### src/rtl/pwl_act_pipe.sv
// Streaming softplus/sigmoid PWL evaluator over a writable |x| coefficient table; 3-cycle latency, 1 sample/cycle.
// Backpressure: one global enable (out_ready | ~out_valid) holds every stage; in_ready mirrors it.
module pwl_act_pipe #(
    parameter int DATA_W    = 16,
    parameter int FRAC_W    = 8,
    parameter int SEG_SHIFT = 8,
    parameter int NUM_SEG   = 8,
    parameter int AW        = $clog2(NUM_SEG)
) (
    input  logic                     clk,
    input  logic                     rst,
    input  logic                     in_valid,
    output logic                     in_ready,
    input  logic signed [DATA_W-1:0] in_data,
    input  logic                     in_mode,
    input  logic                     coef_we,
    input  logic        [AW-1:0]     coef_addr,
    input  logic signed [DATA_W-1:0] coef_grad,
    input  logic signed [DATA_W-1:0] coef_off,
    output logic                     out_valid,
    input  logic                     out_ready,
    output logic signed [DATA_W-1:0] out_data
);

    localparam int YW = DATA_W + 2;
    localparam int ZW = DATA_W + 3;
    localparam logic signed [YW-1:0] ONE_Y    = YW'(1 << FRAC_W);
    localparam logic signed [ZW-1:0] ONE_Z    = ZW'(1 << FRAC_W);
    localparam logic signed [ZW-1:0] YMAX     = ZW'((1 << (DATA_W - 1)) - 1);
    localparam logic        [DATA_W-1:0] MOST_NEG = {1'b1, {(DATA_W-1){1'b0}}};

    logic en;
    assign en       = out_ready | ~out_valid;
    assign in_ready = en;

    logic signed [DATA_W-1:0] grad_tbl [NUM_SEG];
    logic signed [DATA_W-1:0] off_tbl  [NUM_SEG];

    always_ff @(posedge clk or posedge rst) begin
        if (rst) begin
            for (int i = 0; i < NUM_SEG; i++) begin
                grad_tbl[i] <= '0;
                off_tbl[i]  <= '0;
            end
        end else if (coef_we) begin
            grad_tbl[coef_addr] <= coef_grad;
            off_tbl[coef_addr]  <= coef_off;
        end
    end

    // Stage 1: magnitude, segment split and table lookup
    logic        [DATA_W-1:0] a_c, idx_c;
    logic                     sat_c;
    logic signed [DATA_W-1:0] grad_rd, off_rd;

    always_comb begin
        a_c     = in_data[DATA_W-1] ? (~in_data + 1'b1) : in_data;
        idx_c   = a_c >> SEG_SHIFT;
        sat_c   = (idx_c >= DATA_W'(NUM_SEG)) || (in_data == MOST_NEG);
        grad_rd = '0;
        off_rd  = '0;
        if (!sat_c) begin
            grad_rd = grad_tbl[idx_c[AW-1:0]];
            off_rd  = off_tbl[idx_c[AW-1:0]];
        end
    end

    logic                     v1, neg1, sat1, mode1;
    logic        [DATA_W-1:0] a1;
    logic     [SEG_SHIFT-1:0] t1;
    logic signed [DATA_W-1:0] grad1, off1;

    // Stage 2: segment interpolation with floor shift
    logic signed [2*DATA_W-1:0] prod;
    logic signed [YW-1:0]       ypos_c;

    always_comb begin
        prod   = $signed({{DATA_W{grad1[DATA_W-1]}}, grad1})
               * $signed({{(2*DATA_W-SEG_SHIFT){1'b0}}, t1});
        ypos_c = YW'(off1) + YW'(prod >>> FRAC_W);
        if (sat1) begin
            ypos_c = mode1 ? ONE_Y : $signed({2'b00, a1});
        end
    end

    logic                     v2, neg2, mode2;
    logic        [DATA_W-1:0] a2;
    logic signed [YW-1:0]     ypos2;

    // Stage 3: symmetry reconstruction and clamp to [0, max positive]
    logic signed [ZW-1:0] yp_z, a_z, y_c;
    logic        [DATA_W-1:0] y_clamp;

    always_comb begin
        yp_z = ZW'(ypos2);
        // Signed view of |x|: only the most-negative input wraps, driving softplus to full scale.
        a_z  = ZW'($signed(a2));
        if (!neg2)      y_c = yp_z;
        else if (mode2) y_c = ONE_Z - yp_z;
        else            y_c = yp_z - a_z;
        if (y_c[ZW-1])       y_clamp = '0;
        else if (y_c > YMAX) y_clamp = YMAX[DATA_W-1:0];
        else                 y_clamp = y_c[DATA_W-1:0];
    end

    always_ff @(posedge clk or posedge rst) begin
        if (rst) begin
            v1 <= 1'b0; neg1 <= 1'b0; sat1 <= 1'b0; mode1 <= 1'b0;
            a1 <= '0; t1 <= '0; grad1 <= '0; off1 <= '0;
            v2 <= 1'b0; neg2 <= 1'b0; mode2 <= 1'b0; a2 <= '0; ypos2 <= '0;
            out_valid <= 1'b0;
            out_data  <= '0;
        end else if (en) begin
            v1    <= in_valid;
            neg1  <= in_data[DATA_W-1];
            sat1  <= sat_c;
            mode1 <= in_mode;
            a1    <= a_c;
            t1    <= a_c[SEG_SHIFT-1:0];
            grad1 <= grad_rd;
            off1  <= off_rd;

            v2    <= v1;
            neg2  <= neg1;
            mode2 <= mode1;
            a2    <= a1;
            ypos2 <= ypos_c;

            out_valid <= v2;
            out_data  <= y_clamp;
        end
    end

endmodule

### config.mk
export PLATFORM = sky130hd
export DESIGN_NAME = pwl_act_pipe
export DESIGN_NICKNAME = d
export VERILOG_FILES = /design/src/rtl/pwl_act_pipe.sv
export SDC_FILE = /design/constraint.sdc
export NUM_CORES = 1
export LEC_CHECK = 0
export CORE_ASPECT_RATIO = 0.6
export CORE_MARGIN = 3
export CORE_UTILIZATION = 55
export DETAILED_ROUTE_END_ITERATION = 8
export GPL_ROUTABILITY_DRIVEN = 0
export PLACE_DENSITY = 0.74
export SYNTH_ARGS = -nofsm -noshare
export SYNTH_HDL_FRONTEND = slang
export SYNTH_SLANG_ARGS = --single-unit
### constraint.sdc
create_clock -name clk -period 13.7 [get_ports clk]
set_clock_uncertainty 0.15 [all_clocks]
set_input_delay 2.055 -clock clk [delete_from_list [all_inputs] [get_ports clk]]
set_output_delay 2.055 -clock clk [all_outputs]
set_load 0.005 [all_outputs]
## Word level (Yosys, flattened, before mapping)

Index checks and enable logic that the tools add are counted.

| operators by class | value |
|---|---|
| eq/ne operators | 1 |
| reductions and logical operators | 2 |
| add/subtract/negate cells | 4 |
| magnitude comparators | 5 |
| mux-type cells | 19 |
| bitwise gates (word level) | 5 |
| multipliers | 1 |

Operators by type and width:

| kind | count |
|---|---|
| 128-bit bitwise mux | 2 |
| 16-bit 2-to-1 mux | 11 |
| 16-bit binary-select mux with 3-bit select | 2 |
| 16-bit demux with 3-bit select | 1 |
| 19-bit 2-to-1 mux | 2 |
| 16-bit by 9-bit multiplier with 25-bit output | 1 |
| 19-bit by 16-bit > comparator with 1-bit output, second input constant | 1 |
| 10-bit by 18-bit subtractor with 19-bit output, first input constant | 1 |
| 18-bit by 16-bit subtractor with 19-bit output | 1 |
| 16-bit by 17-bit adder with 18-bit output | 1 |
| 18-bit 2-to-1 mux | 1 |
| 16-bit by 1-bit adder with 16-bit output, second input constant | 1 |
| 16-bit equality test, second input constant | 1 |
| 16-bit NOT | 1 |
| 4-bit greater-or-equal comparator, second input constant | 2 |
| 8-bit by 4-bit greater-or-equal comparator with 1-bit output, second input constant | 1 |
| 3-bit NOT with 4-bit output | 2 |
| 4-bit by 1-bit less-than comparator with 1-bit output, second input constant | 1 |
| 1-bit logical AND | 1 |
| 1-bit logical OR | 1 |
| 1-bit NOT | 1 |
| 1-bit OR | 1 |

| word-level totals | value |
|---|---|
| register bits after elaboration | 370 |

## Logic depth before layout (Yosys ltp)

| depth | value |
|---|---|
| depth in word-level cells | 8 |
| mapped depth | 28 |

## Least setup slack after synthesis

No wires, ideal clock.

| path | value |
|---|---|
| path type | flip-flop to flip-flop |
| from | register a1[2] (netlist name) |
| to | register ypos2[16] |
| data required time | 13.455 ns |
| arrival time | 6.544 ns |
| slack | 6.910 ns |
| clock period less this slack | 6.790 ns |
| library setup time | 0.095 ns |
| stages on the path, launching flop included | 29 |
| cell sequence | dfrtp_1 clkbuf_1 clkbuf_1 nand2_1 fa_1 inv_1 fa_1 inv_1 fa_1 fa_1 inv_1 ha_1 a2111oi_0 o21ai_0 a31oi_1 nor3b_1 o21a_1 o21a_1 nor2_1 xnor2_1 ha_1 a21oi_1 nor2b_1 nor2_1 o221ai_1 o41ai_1 o21ai_0 xnor2_1 o31ai_1 |

RTL lines:

| what | line | source |
|---|---|---|
| end signal, assigned | 127 | `ypos2 <= ypos_c;` |
| end, declared | 88 | `logic signed [YW-1:0] ypos2;` |

==> reports/results.ini <==
[outcome]
status=finished clean

[clocking]
clk_pin_slew_ns=0.06
clock_sinks=362
holdBufCountCts=0
cts_resized=0
htree_levels=2
clockBufferDepth=3
root_buffer=clkbuf_16
numCtsBuffers=36
tritoncts=done
clkLatencyLatePin_ns=0.55
post-cts-setup-buffers=0

[pwr]
ir_drop_mv=0.128
p_per_area_mw_per_mm2=158
p_leak_nw=11.3

[hold_path]
min_path_type=register to register

[synthesis]
synth_area_per_cell_sq_um=11.4
synth_compound_area_frac=0.0771
seq_area_frac_synth=0.407
synthMuxAreaShare=0.211
ys_types=67
synth_nets=2195
synth-simple-area-share=0.0937
synth-edff-count=0
synth_cells=1951
synth-main-ff-cell=dfrtp_1
synthesis.area_sq_mm=0.0223
ys_ff_latch=362
yosys.area_share.xor_xnor=0.0228
ys_warn_count=0
synth_top_family_by_area=multiplexers
synthAdderAreaFrac=0.140
synthArstFlopShare=1.00

[critical_path]
endpoint=ypos2[16]$_DFFE_PP0P_
cp_max_fo=19
crit_required_ns=13.99
cp_num_cells=26
rr_worst_depth=26
r2r_start=a1[2]$_DFFE_PP0P_
path_buf_inv=3
ff2ff_setup_slack_ns=6.15
startpoint=a1[2]$_DFFE_PP0P_
setup.worst_path.class=register to register
crit_family=adder cells
worstReg2RegEnd=ypos2[16]$_DFFE_PP0P_
cpMostUsedCell=fa_1
slowest_stage=dfrtp_1
cp-end-kind=register
slowest_delay_ns=0.73
setup.worst_path.start_class=register
cp.arrival_ns=7.83

[run]
maxCapViolations=0

[cells_and_area]
layout.nets=2221
final_common_cell=dfrtp_1
layout_common_cells=362 x dfrtp_1, 256 x mux2_2, 211 x nand2_1, 176 x inv_1, 103 x fa_1
final_core_util=0.628
synthToLayoutAreaGrowth_pct=11.4
drive_gt1_frac=0.218

[global_route]
grt_pass1_wl_mm=87.2
antenna_found_initial=3
grt_overflow=0
grt_max_degree=89
grt_pass1_vias=15460
grt_use_total=0.255

[sta]
slew_headroom=0.250
rsz0062_at_grt=no
worst_pin_slew_ns=1.12
drv_slew=0
fin_crit_ns=7.55
fin_crit_sh=0.551
final_hold_viol_count=0
fmaxAchievable_ghz=0.133
finalSetupViolCount=0
tns_ns=0

[drt]
antenna_left=0
post_drt_wl_per_cell_microns=21.1
vias=15077
drt_first_pass_iters=5
vias_per_cell=5.97
wirelength_mm=53.3
drc=0
dr.first_iter.drc_count=1317

[floorplan]
num_io_pins=75
rows=56
die-area_sq_mm=0.0430
die_w_microns=266
start_util=0.564
die_y_microns=162
core-area_sq_mm=0.0395

[placed_design]
dpl.hpwl_mm=37.2
io_buffers=74

==> how the worst min path moves through the flow <==
stage	start	endpoint	slack (ns)	cells after the start
after floorplan	v2$_DFFE_PP0P_	v2$_DFFE_PP0P_	0.28	2
after global placement	v2$_DFFE_PP0P_	v2$_DFFE_PP0P_	0.29	2
after detailed placement	v1$_DFFE_PP0P_	v1$_DFFE_PP0P_	0.31	2
after CTS	v1$_DFFE_PP0P_	v1$_DFFE_PP0P_	0.32	2
after global routing	out_data[15]$_DFFE_PP0P_	out_data[15]$_DFFE_PP0P_	0.35	1
final	v1$_DFFE_PP0P_	v1$_DFFE_PP0P_	0.32	2
==> report_power, final <==
group	internal (mW)	switching, mW	leakage [nW]
clock	0.651	0.444	0.641
sequential	1.32	0.213	4.41
combinational	0.617	0.665	6.27
==> sequential cells by signal (all words and copies together) (netlist names), 16 cells and up <==
register,flops
off1,16
off_tbl,128
grad1,16
a1,16
grad_tbl,128
ypos2,18
out_data,16
a2,16
==> Yosys cell counts, drive strengths merged, types with 8 or more instances <==
cell type,number,area share
ha,84,0.047
dfrtp,362,0.41
o31ai,12,0.0040
o211ai,9,0.0030
xor2,33,0.013
nand2,221,0.038
nor2,46,0.0077
a21o,11,0.0037
nand3,13,0.0029
xnor2,25,0.0098
inv,178,0.030
a22oi,8,0.0027
and2,64,0.018
fa,103,0.093
mux2i,37,0.017
mux4,64,0.065
mux2,256,0.13
o21ai,93,0.021
or3,10,0.0030
a21oi,47,0.011
nand2b,13,0.0037
o21a,20,0.0067
buf,29,0.0061
o221ai,10,0.0039
clkbuf,79,0.013
nor2b,15,0.0042
nor3,18,0.0040
==> area by class of cell <==
class	count	area, sq um
Antenna cell	1	2.50
Tap cell	522	653
Fill cell	3065	14700
Inverter	178	676
Clock inverter	18	284
Multi-Input combinational cell	1303	12200
Timing Repair Buffer	96	906
Sequential cell	362	9060
Clock buffer	47	1030
==> per-layer routing <==
layer / wire length, microns / track usage / vias up
met4: 1080 / 0.0557 / 4
met3: 4020 / 0.0556 / 85
li1: - / - / 6784
met2: 23500 / 0.383 / 498
met1: 24600 / 0.385 / 7706
met5: 32 / 0 / -
==> stage by stage <==
stage / cell area, sq um / hold slack [ns] / instances / worst slack (ns) / total power, mW
after floorplan: 22300 / 0.280 / 1951 / 1.45 / 2.43
final: 24800 / 0.321 / 2527 / 6.15 / 3.91
after global routing: 24800 / 0.347 / 2527 / 5.74 / 4.14
after CTS: 24800 / 0.323 / 2526 / 6.20 / 3.92
after detailed placement: 23500 / 0.310 / 2461 / 6.21 / 2.81
after global placement: 23500 / 0.293 / 2461 / 6.47 / 2.75
==> worst reg2reg max path: stages, from the launching register on <==
cell	delay, ns
dfrtp_1	0.73
nand2_1	0.17
fa_1	0.57
inv_1	0.06
fa_1	0.55
inv_1	0.07
fa_1	0.46
fa_1	0.54
inv_1	0.04
ha_1	0.32
a2111oi_0	0.35
o21ai_0	0.20
a31oi_1	0.55
nor3b_1	0.15
o21a_1	0.22
o21a_1	0.19
nor2_1	0.11
xnor2_1	0.13
ha_1	0.32
a21oi_1	0.15
nor2b_1	0.08
nor2_1	0.18
o221ai_1	0.20
o41ai_1	0.42
o21ai_0	0.20
xnor2_1	0.16
o31ai_1	0.18
==> cell families after synthesis <==
kind of cell | Yosys count
AOI/OAI and AO/OA | 266
adders and majority gates | 187
and+or+nand+nor | 435
xor gates and xnor gates | 58
muxes | 357
DFF | 362
buffers and inverters | 286
(Power assumes the default switching activity.)
